**src/rtl/cgra_cfg_pkg.sv**
```systemverilog
// Shared definitions for the CGRA configuration loader: FSM states and default sizing.
package cgra_cfg_pkg;

  localparam int unsigned DEF_WORD_W     = 32;
  localparam int unsigned DEF_CHAIN_LEN  = 40;
  localparam int unsigned DEF_CLR_CYCLES = 4;

  typedef enum logic [1:0] {
    ST_IDLE  = 2'd0,
    ST_CLEAR = 2'd1,
    ST_LOAD  = 2'd2,
    ST_DONE  = 2'd3
  } cfg_state_e;

endpackage

```
**src/rtl/cfg_piso.sv**
```systemverilog
// Parallel-in/serial-out shifter: takes a host word and emits its valid bits LSB first,
// one per enabled cycle, on registered bit/shift outputs.
module cfg_piso
  import cgra_cfg_pkg::*;
#(
  parameter int unsigned WORD_W = DEF_WORD_W
) (
  input  logic                         clk_i,
  input  logic                         reset_i,
  input  logic                         clr_i,
  input  logic                         en_i,
  input  logic                         load_i,
  input  logic [WORD_W-1:0]            data_i,
  input  logic [$clog2(WORD_W+1)-1:0]  nbits_i,
  output logic                         bit_o,
  output logic                         shift_o,
  output logic                         shift_next_c_o,
  output logic                         empty_next_c_o
);

  localparam int unsigned WCNT_W = $clog2(WORD_W + 1);

  logic [WORD_W-1:0] sreg_q, sreg_d;
  logic [WCNT_W-1:0] cnt_q, cnt_d;
  logic              bit_q, bit_d;
  logic              shift_q, shift_d;

  // cnt_q counts bits still waiting in sreg_q; a new word is only taken once it is zero,
  // so the word's bit 0 goes out in the cycle right after it is accepted.
  always_comb begin
    sreg_d  = sreg_q;
    cnt_d   = cnt_q;
    bit_d   = bit_q;
    shift_d = 1'b0;
    if (clr_i) begin
      sreg_d = '0;
      cnt_d  = '0;
    end else if (en_i) begin
      if (cnt_q != '0) begin
        bit_d   = sreg_q[0];
        shift_d = 1'b1;
        sreg_d  = sreg_q >> 1;
        cnt_d   = cnt_q - WCNT_W'(1);
      end else if (load_i && (nbits_i != '0)) begin
        bit_d   = data_i[0];
        shift_d = 1'b1;
        sreg_d  = data_i >> 1;
        cnt_d   = nbits_i - WCNT_W'(1);
      end
    end
  end

  always_ff @(posedge clk_i) begin
    if (reset_i) begin
      sreg_q  <= '0;
      cnt_q   <= '0;
      bit_q   <= 1'b0;
      shift_q <= 1'b0;
    end else begin
      sreg_q  <= sreg_d;
      cnt_q   <= cnt_d;
      bit_q   <= bit_d;
      shift_q <= shift_d;
    end
  end

  assign bit_o          = bit_q;
  assign shift_o        = shift_q;
  assign shift_next_c_o = shift_d;
  assign empty_next_c_o = (cnt_d == '0);

endmodule

```
**src/rtl/config_loader.sv**
```systemverilog
// Streams a host bitstream into a serial PE configuration chain: clear phase, then
// exactly CHAIN_LEN shifted bits, then a one-cycle done pulse.
module config_loader
  import cgra_cfg_pkg::*;
#(
  parameter int unsigned WORD_W     = DEF_WORD_W,
  parameter int unsigned CHAIN_LEN  = DEF_CHAIN_LEN,
  parameter int unsigned CLR_CYCLES = DEF_CLR_CYCLES
) (
  input  logic              clk,
  input  logic              reset,
  input  logic              start,
  input  logic              s_valid,
  input  logic [WORD_W-1:0] s_data,
  output logic              s_ready,
  output logic              cfg_bit,
  output logic              cfg_shift,
  output logic              cfg_reset,
  output logic              busy,
  output logic              done
);

  localparam int unsigned BCNT_W = $clog2(CHAIN_LEN + 1);
  localparam int unsigned WCNT_W = $clog2(WORD_W + 1);
  localparam int unsigned CLR_W  = $clog2(CLR_CYCLES + 1);

  localparam logic [BCNT_W-1:0] CHAIN_BITS = BCNT_W'(CHAIN_LEN);
  localparam logic [CLR_W-1:0]  CLR_LAST   = CLR_W'(CLR_CYCLES - 1);

  cfg_state_e        state_q, state_d;
  logic [CLR_W-1:0]  clr_cnt_q, clr_cnt_d;
  logic [BCNT_W-1:0] bit_cnt_q, bit_cnt_d;
  logic              s_ready_q, s_ready_d;
  logic              cfg_reset_q, cfg_reset_d;
  logic              busy_q, busy_d;
  logic              done_q, done_d;

  logic              piso_clr;
  logic              piso_en;
  logic              piso_load;
  logic              piso_shift_next;
  logic              piso_empty_next;
  logic [BCNT_W-1:0] rem_bits;
  logic [WCNT_W-1:0] word_bits;

  // FSM next state and phase control
  always_comb begin
    state_d   = state_q;
    clr_cnt_d = clr_cnt_q;
    piso_clr  = 1'b0;
    piso_en   = 1'b0;
    case (state_q)
      ST_IDLE: begin
        if (start) begin
          state_d   = ST_CLEAR;
          clr_cnt_d = '0;
          piso_clr  = 1'b1;
        end
      end
      ST_CLEAR: begin
        if (clr_cnt_q == CLR_LAST) begin
          state_d = ST_LOAD;
        end else begin
          clr_cnt_d = clr_cnt_q + CLR_W'(1);
        end
      end
      ST_LOAD: begin
        if (bit_cnt_q == CHAIN_BITS) begin
          state_d = ST_DONE;
        end else begin
          piso_en = 1'b1;
        end
      end
      ST_DONE: begin
        state_d = ST_IDLE;
      end
      default: begin
        state_d = ST_IDLE;
      end
    endcase
  end

  // The final word is trimmed to whatever is left of the chain.
  always_comb begin
    rem_bits = CHAIN_BITS - bit_cnt_q;
    if (32'(rem_bits) >= WORD_W) begin
      word_bits = WCNT_W'(WORD_W);
    end else begin
      word_bits = WCNT_W'(rem_bits);
    end
  end

  assign piso_load = s_valid & s_ready_q;

  // Bit counter and next values of the registered outputs
  always_comb begin
    bit_cnt_d = bit_cnt_q;
    if (piso_clr) begin
      bit_cnt_d = '0;
    end else if (piso_shift_next) begin
      bit_cnt_d = bit_cnt_q + BCNT_W'(1);
    end
    s_ready_d   = (state_d == ST_LOAD) && piso_empty_next && (bit_cnt_d != CHAIN_BITS);
    cfg_reset_d = (state_d == ST_CLEAR);
    busy_d      = (state_d != ST_IDLE);
    done_d      = (state_d == ST_DONE);
  end

  always_ff @(posedge clk) begin
    if (reset) begin
      state_q     <= ST_IDLE;
      clr_cnt_q   <= '0;
      bit_cnt_q   <= '0;
      s_ready_q   <= 1'b0;
      cfg_reset_q <= 1'b0;
      busy_q      <= 1'b0;
      done_q      <= 1'b0;
    end else begin
      state_q     <= state_d;
      clr_cnt_q   <= clr_cnt_d;
      bit_cnt_q   <= bit_cnt_d;
      s_ready_q   <= s_ready_d;
      cfg_reset_q <= cfg_reset_d;
      busy_q      <= busy_d;
      done_q      <= done_d;
    end
  end

  cfg_piso #(
    .WORD_W (WORD_W)
  ) u_piso (
    .clk_i          (clk),
    .reset_i        (reset),
    .clr_i          (piso_clr),
    .en_i           (piso_en),
    .load_i         (piso_load),
    .data_i         (s_data),
    .nbits_i        (word_bits),
    .bit_o          (cfg_bit),
    .shift_o        (cfg_shift),
    .shift_next_c_o (piso_shift_next),
    .empty_next_c_o (piso_empty_next)
  );

  assign s_ready   = s_ready_q;
  assign cfg_reset = cfg_reset_q;
  assign busy      = busy_q;
  assign done      = done_q;

endmodule

```
**config.mk**
```make
export PLATFORM = sky130hd
export DESIGN_NAME = config_loader
export DESIGN_NICKNAME = d
export VERILOG_FILES = /design/src/rtl/cgra_cfg_pkg.sv /design/src/rtl/cfg_piso.sv /design/src/rtl/config_loader.sv
export SDC_FILE = /design/constraint.sdc
export NUM_CORES = 1
export LEC_CHECK = 0
export CORE_ASPECT_RATIO = 1.4
export CORE_MARGIN = 1.5
export CORE_UTILIZATION = 40
export DETAILED_ROUTE_END_ITERATION = 16
export PLACE_DENSITY = 0.73
export SYNTH_ARGS = -nofsm -noshare
export SYNTH_HDL_FRONTEND = slang
export SYNTH_HIERARCHICAL = 1
export SYNTH_SLANG_ARGS = --single-unit
export TNS_END_PERCENT = 5
```
**constraint.sdc**
```tcl
create_clock -name clk -period 3.25 [get_ports clk]
set_clock_uncertainty 0.15 [all_clocks]
set_input_delay 0.325 -clock clk [delete_from_list [all_inputs] [get_ports clk]]
set_output_delay 0.325 -clock clk [all_outputs]
set_load 0.02 [all_outputs]
```
==> results.py <==
metrics = {
    "cts": {
        "clock_sinks": 54,
        "cts.clk_slew.worst_paths_ns": 0.10,
        "cts_made_buffers": 5,
        "cts_root_buf": "clkbuf_8",
        "cts_buffer_depth": 2,
        "htree_levels": 2,
        "insertion_delay_ns": 0.31,
        "cts_tree": "yes",
    },
    "floorplanning": {
        "initial_core_util_pct": 41.07,
        "dieWidth_um": 76.02,
        "die_y_um": 105.2,
        "dieArea_mm2": 0.007998,
        "num_rows": 37,
        "boundaryPins": 42,
        "coreArea_mm2": 0.007268,
    },
    "setup_path": {
        "endpoint_kind": "register",
        "path_class": "reg -> reg",
        "cp-start-kind": "register",
        "worstPathArrival_ns": 3.10,
        "required_ns": 3.30,
        "path_max_fanout": 4,
    },
    "drt": {
        "via_per_inst": 5.240,
        "drcViolationCount": 0,
        "vias": 2531,
        "drt-initial-drc-count": 118,
        "drt-pass1-iter-count": 4,
        "drt_wl_total_um": 6444,
        "drtAntennaViolNets": 0,
        "routedWlPerCell_um": 13.34,
    },
    "grt": {
        "grt_antenna_before_repair": 0,
        "grt_pass1_wl_um": 11200,
        "grtUsageTotal_pct": 16.86,
        "grt_pass1_vias": 2536,
        "grt_max_degree": 40,
        "grt-ovfl-total": 0,
    },
    "synthesis": {
        "synth_cells": 344,
        "synth-edff-count": 0,
        "synth_nets": 388,
        "synth_ff_type": "dfxtp_1",
        "ys_types": 55,
        "synth-seq-cells": 54,
        "synth_top_area_share_pct": 36.21,
        "yosysTopAreaCell": "dfxtp_1",
        "avgSynthCellArea_um2": 8.678,
        "async_flop_share_pct": 0,
        "yosysSeqAreaShare_pct": 36.21,
        "yosys_warnings": 6,
        "synthTopCellsByArea": "dfxtp_1, a311oi_2, nand2_1",
        "syn_area_mm2": 0.002985,
    },
    "sta": {
        "setup_viol": 0,
        "max_freq_mhz": 328.2,
        "relSlewSlack_pct": 64.66,
        "min_period_ns": 3.047,
        "drv_slew": 0,
        "rsz0062_at_grt": "false",
        "tns_ns": 0,
        "finalHoldViolCount": 0,
        "worst_slew_pin_slew_ns": 0.5282,
        "period_share_pct": 93.76,
    },
    "layout": {
        "syn_to_final_growth_pct": 22.21,
        "nNetsFinal": 429,
        "antenna-diode-count": 0,
        "final_layout_size_suffix_gt1_share_pct": 19.17,
        "final_cells": 483,
    },
    "run": {
        "maxCapViolCount": 0,
    },
    "placement": {
        "io_buffer_count": 41,
        "dp_hpwl_um": 4548,
        "place_congestion": 0.8597,
        "dp.cells": 471,
    },
    "power_and_ir_drop": {
        "peakVddDrop_v": 0.0001946,
        "leakage_nw": 1.243,
        "pwr_density_cell_mw_per_mm2": 336.5,
        "finalPower_mw": 1.228,
    },
    "hold_path": {
        "worstHoldPathType": "reg -> reg",
    },
    "status": {
        "outcome": "finished clean",
    },
}
## synth_stat cells, types with 5 or more instances
cell type,count
clkbuf_1,12
nand2_1,76
nor3_1,5
dfxtp_1,54
xor2_1,7
buf_6,5
nand2b_1,5
a311oi_2,30
ha_1,8
nor2_1,64
inv_1,8
xnor2_1,5
## stage by stage
step / hold WS [ns] / cell area [um^2] / setup slack, ns / util [%]
floorplan: 0.2466 / 2985 / 0.1210 / -
detailed placement: 0.3413 / 3501 / 0.004266 / 48.17
global placement: 0.3182 / 3501 / 0.1320 / 48.17
global route: 0.3792 / 3649 / 0.01504 / 50.20
finish: 0.3597 / 3649 / 0.2028 / 50.20
CTS: 0.3634 / 3625 / 0.01654 / 49.87
## per-layer routing
metal  GRT usage [%]  wire [um]  vias to the layer above  part of all wire (%)
met4           7.011        199                        0                   3.1
met5               0          0                        -                     0
met1           20.23       2802                     1164                    43
met3           3.117        318                       22                   4.9
met2           29.47       3125                       75                    48
li1                -          -                     1270                     -
## final cells by class
cell class | instances | area, um^2
inverters | 8 | 30.03
well taps | 97 | 121.4
repair buffers | 59 | 570.5
clock inverters | 3 | 40.04
flip-flops and latches | 54 | 1081
fillers | 702 | 3620
multi-input cells | 257 | 1737
clock buffers | 5 | 68.82
## timing repair
item	CTS	global route
hold buffers	0	0
gates resized for setup	0	5
setup endpoints to repair	1	27
pin swaps	1	3
buffers inserted	2	2
## worst max-delay path, cell delays in order, from the launching register on
cell and delay, ns:
dfxtp_1 0.32, or3_4 0.40, a21oi_4 0.18, xor2_4 0.10, nor2_1 0.17, inv_2 0.08
ha_1 0.21, nand2b_1 0.11, o41ai_4 0.08, buf_4 0.16, and3_1 0.16, or3_1 0.41
a41oi_2 0.19, nor3_1 0.08, o2111a_1 0.12
## placed cells by master (no fill, tap or decap), types with 2 or more instances in the layout
master,netlist,final
nand4_1,3,3
xor2_1,7,7
dfxtp_1,54,54
buf_4,3,16
nand2b_1,5,5
xnor2_1,5,5
ha_1,8,8
clkbuf_8,0,5
clkdlybuf4s50_1,0,41
a311oi_2,30,30
clkinv_2,0,2
nor4b_1,2,2
buf_12,0,2
inv_2,0,2
nand3_1,4,4
a21oi_1,4,4
and2_4,1,2
a31oi_1,3,3
or3_1,2,2
nor2_1,64,63
and3_1,2,2
nand4b_1,2,2
nand2_1,76,76
nor3_1,5,4
inv_1,8,6
nor2b_1,3,3
or2_2,2,3
## worst paths after layout
path | start | endpoint | slack [ns] | cells past startpoint
max | bit_cnt_q[1]$_SDFF_PP0_ | s_ready$_SDFF_PP0_ | 0.20 | 14
min | clr_cnt_q[1]$_SDFFE_PP0P_ | clr_cnt_q[1]$_SDFFE_PP0P_ | 0.36 | 2
max reg2reg | bit_cnt_q[1]$_SDFF_PP0_ | s_ready$_SDFF_PP0_ | 0.20 | 14
min reg2reg | clr_cnt_q[1]$_SDFFE_PP0P_ | clr_cnt_q[1]$_SDFFE_PP0P_ | 0.36 | 2
## power by group
part / internal, mW / switching (mW) / total [mW]
registers: 0.666 / 0.00311 / 0.669
clock network: 0.227 / 0.225 / 0.452
logic: 0.0595 / 0.0471 / 0.107
total: 0.953 / 0.275 / 1.23
## registers in the layout, indices dropped and copies added, names as in the netlist
| name | cells |
|---|---|
| clr_cnt_q | 3 |
| u_piso/sreg_q | 31 |
| u_piso/shift_o | 1 |
| state_q | 2 |
| cfg_reset | 1 |
| done | 1 |
| u_piso/cnt_q | 6 |
| s_ready | 1 |
| u_piso/bit_o | 1 |
| bit_cnt_q | 6 |
| busy | 1 |
## logic make-up after synthesis
group	Yosys count	synth area share (%)
mux	2	0.7125
flops	54	36.21
simple gates	181	27.12
buf+inv	33	5.951
compound gates	53	22.21
fa+ha+maj	8	3.353
xor+xnor	13	4.443
Note: power is estimated with default switching activity, not from simulation.
